**config.mk**
```make
export PLATFORM = sky130hd
export DESIGN_NAME = mdc_commutator
export DESIGN_NICKNAME = d
export VERILOG_FILES = /design/src/rtl/mdc_commutator.sv
export SDC_FILE = /design/constraint.sdc
export NUM_CORES = 1
export LEC_CHECK = 0
export BUFFER_PORTS_ARGS = -buffer_cell sky130_fd_sc_hd__buf_4
export CAP_MARGIN = 20
export CELL_PAD_IN_SITES_DETAIL_PLACEMENT = 2
export CELL_PAD_IN_SITES_GLOBAL_PLACEMENT = 2
export CORE_MARGIN = 4
export CORE_UTILIZATION = 25
export CTS_CLUSTER_DIAMETER = 30
export DETAILED_ROUTE_END_ITERATION = 8
export PLACE_DENSITY = 0.61
export SYNTH_ARGS = -nofsm -noshare
export SYNTH_HDL_FRONTEND = slang
export SYNTH_SLANG_ARGS = --single-unit
export TNS_END_PERCENT = 5
```
**constraint.sdc**
```tcl
create_clock -name clk -period 10.6 [get_ports clk]
set_input_delay 1.06 -clock clk [delete_from_list [all_inputs] [get_ports clk]]
set_output_delay 1.06 -clock clk [all_outputs]
set_load 0.1 [all_outputs]
```
**src/rtl/mdc_commutator.sv**
```systemverilog
// Delay-commutator stage of a multi-path delay-commutator FFT: reorders the
// upper/lower lane pair so the downstream butterfly sees partners DELAY beats apart.
module mdc_commutator #(
  parameter int DW    = 9,
  parameter int DELAY = 8
) (
  input  logic                 clk,
  input  logic                 rst,
  input  logic                 clr,
  input  logic                 in_valid,
  input  logic signed [DW-1:0] in0_re,
  input  logic signed [DW-1:0] in0_im,
  input  logic signed [DW-1:0] in1_re,
  input  logic signed [DW-1:0] in1_im,
  output logic                 out_valid,
  output logic signed [DW-1:0] out0_re,
  output logic signed [DW-1:0] out0_im,
  output logic signed [DW-1:0] out1_re,
  output logic signed [DW-1:0] out1_im,
  output logic                 sw_state
);

  localparam int SW = 2 * DW;
  localparam int CW = $clog2(2 * DELAY);
  localparam int PW = $clog2(DELAY + 1);

  localparam logic [CW-1:0] CNT_LAST   = CW'(2 * DELAY - 1);
  localparam logic [CW-1:0] CNT_HALF   = CW'(DELAY);
  localparam logic [PW-1:0] PRIME_FULL = PW'(DELAY);

  logic [CW-1:0] cnt_reg;
  logic [PW-1:0] prime_reg;
  logic          out_valid_reg;
  logic          sw_state_reg;
  logic [SW-1:0] out0_reg;
  logic [SW-1:0] out1_reg;

  logic          sel;
  logic          accept;
  logic [SW-1:0] a_word;
  logic [SW-1:0] b_word;
  logic [SW-1:0] ua;
  logic [SW-1:0] top;
  logic [SW-1:0] low_pre;
  logic [SW-1:0] low;

  // Tap arrays are only ever driven by continuous assigns; the stage
  // registers live inside the generate blocks.
  logic [SW-1:0] up_tap [DELAY+1];
  logic [SW-1:0] lo_tap [DELAY+1];

  assign accept = in_valid & ~clr;
  assign sel    = (cnt_reg >= CNT_HALF);
  assign a_word = {in0_re, in0_im};
  assign b_word = {in1_re, in1_im};

  assign up_tap[0] = a_word;
  assign ua        = up_tap[DELAY];

  assign top     = sel ? b_word : ua;
  assign low_pre = sel ? ua     : b_word;

  assign lo_tap[0] = low_pre;
  assign low       = lo_tap[DELAY];

  // Both delay lines only shift on accepted beats, so gaps in in_valid are transparent.
  for (genvar gi = 0; gi < DELAY; gi++) begin : g_dly
    logic [SW-1:0] up_q;
    logic [SW-1:0] lo_q;

    always_ff @(posedge clk or posedge rst) begin
      if (rst) begin
        up_q <= '0;
        lo_q <= '0;
      end else if (accept) begin
        up_q <= up_tap[gi];
        lo_q <= lo_tap[gi];
      end
    end

    assign up_tap[gi+1] = up_q;
    assign lo_tap[gi+1] = lo_q;
  end

  always_ff @(posedge clk or posedge rst) begin
    if (rst) begin
      cnt_reg       <= '0;
      prime_reg     <= '0;
      out_valid_reg <= 1'b0;
      sw_state_reg  <= 1'b0;
      out0_reg      <= '0;
      out1_reg      <= '0;
    end else if (clr) begin
      cnt_reg       <= '0;
      prime_reg     <= '0;
      out_valid_reg <= 1'b0;
    end else if (in_valid) begin
      cnt_reg       <= (cnt_reg == CNT_LAST) ? '0 : cnt_reg + 1'b1;
      // Saturating prime count keeps stale delay-line contents from ever being flagged valid.
      if (prime_reg != PRIME_FULL) begin
        prime_reg <= prime_reg + 1'b1;
      end
      out_valid_reg <= (prime_reg == PRIME_FULL);
      sw_state_reg  <= sel;
      out0_reg      <= top;
      out1_reg      <= low;
    end else begin
      out_valid_reg <= 1'b0;
    end
  end

  assign out_valid = out_valid_reg;
  assign sw_state  = sw_state_reg;
  assign out0_re   = out0_reg[SW-1:DW];
  assign out0_im   = out0_reg[DW-1:0];
  assign out1_re   = out1_reg[SW-1:DW];
  assign out1_im   = out1_reg[DW-1:0];

endmodule

```
==> key figures <==
Clocking
  – Bufs on Longest Clock Path: 3
  – CTS buffer count: 91
  – Worst-path clk slew: about 0.040 ns
  – CTS Hold Bufs: 0
  – Post-CTS sizing: 0
  – Clock sinks: around 330
  – Worst skew pair latency: 0.59 ns
  – H-tree levels: 3
  – CTS tree: yes
  – Setup bufs post-CTS: 0
  – Root buffer cell: clkbuf_16

Yosys
  – Post-Synthesis Mean Instance Area: 9.19 sq um
  – Mapped Nets: 1472
  – Synth Cell Area: about 13000 sq um
  – Mapped Cells: 1428
  – #FFs+latches synth: ~330
  – Seq/Total Area, Yosys: 0.637
  – Yosys cell types: 22
  – Warning count from the yosys run: 0

STA
  – RSZ-0062 raised after global routing: no
  – Final period util: 0.326
  – Worst-margin pin slew: 1.01 ns
  – Setup TNS: 0 ns
  – Fin. Hold Viols: 0
  – Fmax: 0.289 GHz
  – Slew headroom: 0.325
  – Fin Hold WS: 0.462 ns
  – Setup-failing EPs final: 0
  – Clk_skew: 0.0148 ns
  – Period minus WS final: 3.46 ns
  – Max Slew Vio Count: 0

Drt
  – DRT Wirelength: 32500 um
  – Antenna-violating nets left: 0
  – Met1 WL: 14300 um
  – Via density per instance: 4.20
  – Wire length per cell: roughly 14 um
  – DRT iter0 DRCs: around 500
  – DRT Pass-1 Iters: 4
  – Highest Signal Layer: met5
  – Vias post-DR: around 9600
  – Number of remaining DRC errors: 0
  – WL met3: 1350 um
  – WL met2: 16100 um

Place
  – Dpl hpwl: roughly 18000 um
  – Dpl cell area: 14100 sq um
  – Global placement routability congestion: 0.665
  – Placed Cells: 2114
  – PortBufs: 77

Global routing
  – Largest net degree at the start of global routing: 211
  – Initial antenna violation count: 1
  – Global-route wire length before repair: 55400 um
  – Vias in the first global route: 10823
  – Gr usage total: 0.118
  – Congestion Overflow GR: 0

Worst setup path
  – Worst EP arrival: slightly below 4 ns
  – Biggest cell delay along the critical path: 0.90 ns
  – WP buf/inv: 3
  – Worst Path Required: 11.02 ns
  – Setup crit start: clr
  – CP Launch Type: input pin
  – Worst r2r src: cnt_reg[3]$_DFFE_PP0P_
  – Slowest CP cell: buf_4
  – Largest delay share family, worst path: buffers and inverters
  – Most Frequent Cell on Critical Path: buf_4
  – Crit. End Element: register
  – Setup CP Type: in -> reg
  – Largest fanout on the critical path: 189
  – Crit-path cells: buf_4, nand2b_4, buf_12, buf_4, o21ai_0

Cells and area
  – Multi-input logic area: roughly 4200 sq um
  – Final instance area: 17200 sq um
  – Ant. Diodes: 0
  – Area grow syn2layout: 30.9%
  – FF+latch area: 8360 sq um
  – # nets final: around 1600
  – Post-route non-filler standard cell count: 2286
  – Top Registers: g_dly.lo_q: 144 flops, g_dly.up_q: 144 flops
  – FILL cells: 5615
  – Share of cells above drive strength 1: 0.152
  – Commonest non-fill, non-tap cell in the layout: nand2_1
  – Final design utilization: 0.333
  – Most frequent cells in the layout: nand2_1, dfrtp_1, clkbuf_16, buf_4, mux2i_1

Die
  – Ports: 78
  – Die height: 237 um
  – Die Width: ~240 um
  – Initial Util: 0.254
  – Rows: 83
  – Total core area: 51600 sq um
  – Die ar.: 56200 sq um

Worst hold path
  – Hold Path Class: reg -> reg
  – HP Start: g_dly[2].up_q[15]$_DFFE_PP0P_

Power
  – Worst-case vdd ir drop: 0.114 mV
  – Leakage: 9.06 nW
  – Pwr/cell area: 286 nW/um^2

Outcome
  – Status: completed

Flow run
  – Maxcap violations: 0
worst reg2reg max path: stages (launching register included):
cell and delay (ns):
dfrtp_2 0.38, buf_4 0.30, or4_1 0.60, a21oi_1 0.16
routing by layer:
| metal | global-route usage | vias to the layer above |
|---|---|---|
| li1 | - | 4613 |
| met1 | 0.143 | 4790 |
| met2 | 0.201 | 132 |
| met3 | 0.0351 | 67 |
| met4 | 0.0396 | 2 |
| met5 | 0 | - |
path summary, 6_finish.rpt:
check,endpoint,slack (ns),cells after the start
setup / recovery,g_dly[0].lo_q[5]$_DFFE_PP0P_,7.14,5
hold / removal,g_dly[3].up_q[15]$_DFFE_PP0P_,0.46,2
setup reg to reg,cnt_reg[3]$_DFFE_PP0P_,9.08,3
hold reg to reg,g_dly[3].up_q[15]$_DFFE_PP0P_,0.46,2
max in group asynchronous,g_dly[6].up_q[17]$_DFFE_PP0P_,8.36,3
min in group asynchronous,prime_reg[1]$_DFFE_PP0P_,0.64,2
stage by stage:
stage / setup slack, ns / power, W
after floorplan: 0.287 / 0.00208
after global placement: 6.51 / 0.00222
after detailed placement: 6.51 / 0.00225
after CTS: 7.14 / 0.00501
after global routing: 6.81 / 0.00516
final: 7.14 / 0.00491
Yosys cell counts:
library cell  number  area, sq um
inv_1              5         18.8
buf_4             13         97.6
a31oi_1            1         6.26
or3b_2             1         8.76
ha_1               4         50.1
buf_6             24          270
buf_2             37          185
o21a_1             1         7.51
or4_1              1         7.51
mux2_2             1         11.3
a21oi_1            3         15.0
nand4_1            1         6.26
and2b_1            1         7.51
o21ai_0           37          185
dfrtp_1          334         8360
xor2_1             2         17.5
nor3_1             1         5.00
nor2_1             6         22.5
nand2b_1           3         18.8
nand2_1          908         3410
clkbuf_1           5         18.8
mux2i_1           39          390
area by class of cell:
| class | count | area share |
|---|---|---|
| Clock buffer | 123 | 0.148 |
| Clock inverter | 48 | 0.0303 |
| Inverter | 5 | 0.00153 |
| Multi-Input combinational cell | 1010 | 0.243 |
| Sequential cell | 334 | 0.487 |
| Tap cell | 680 | 0.0495 |
| Timing Repair Buffer | 86 | 0.0402 |
logic make-up after synthesis:
family,after synthesis,share of synthesized area
DFF,334,0.637
AOI/OAI and AO/OA,42,0.0163
adders and majority gates,4,0.00382
xor gates and xnor gates,2,0.00134
and+or+nand+nor,922,0.266
muxes,40,0.0306
buffers and inverters,84,0.0450
power breakdown:
| group | switching (W) | internal, W |
|---|---|---|
| registers | 0.000135 | 0.00151 |
| clock network | 0.000798 | 0.00189 |
| logic | 0.000425 | 0.000147 |
(Power assumes the default switching activity.)
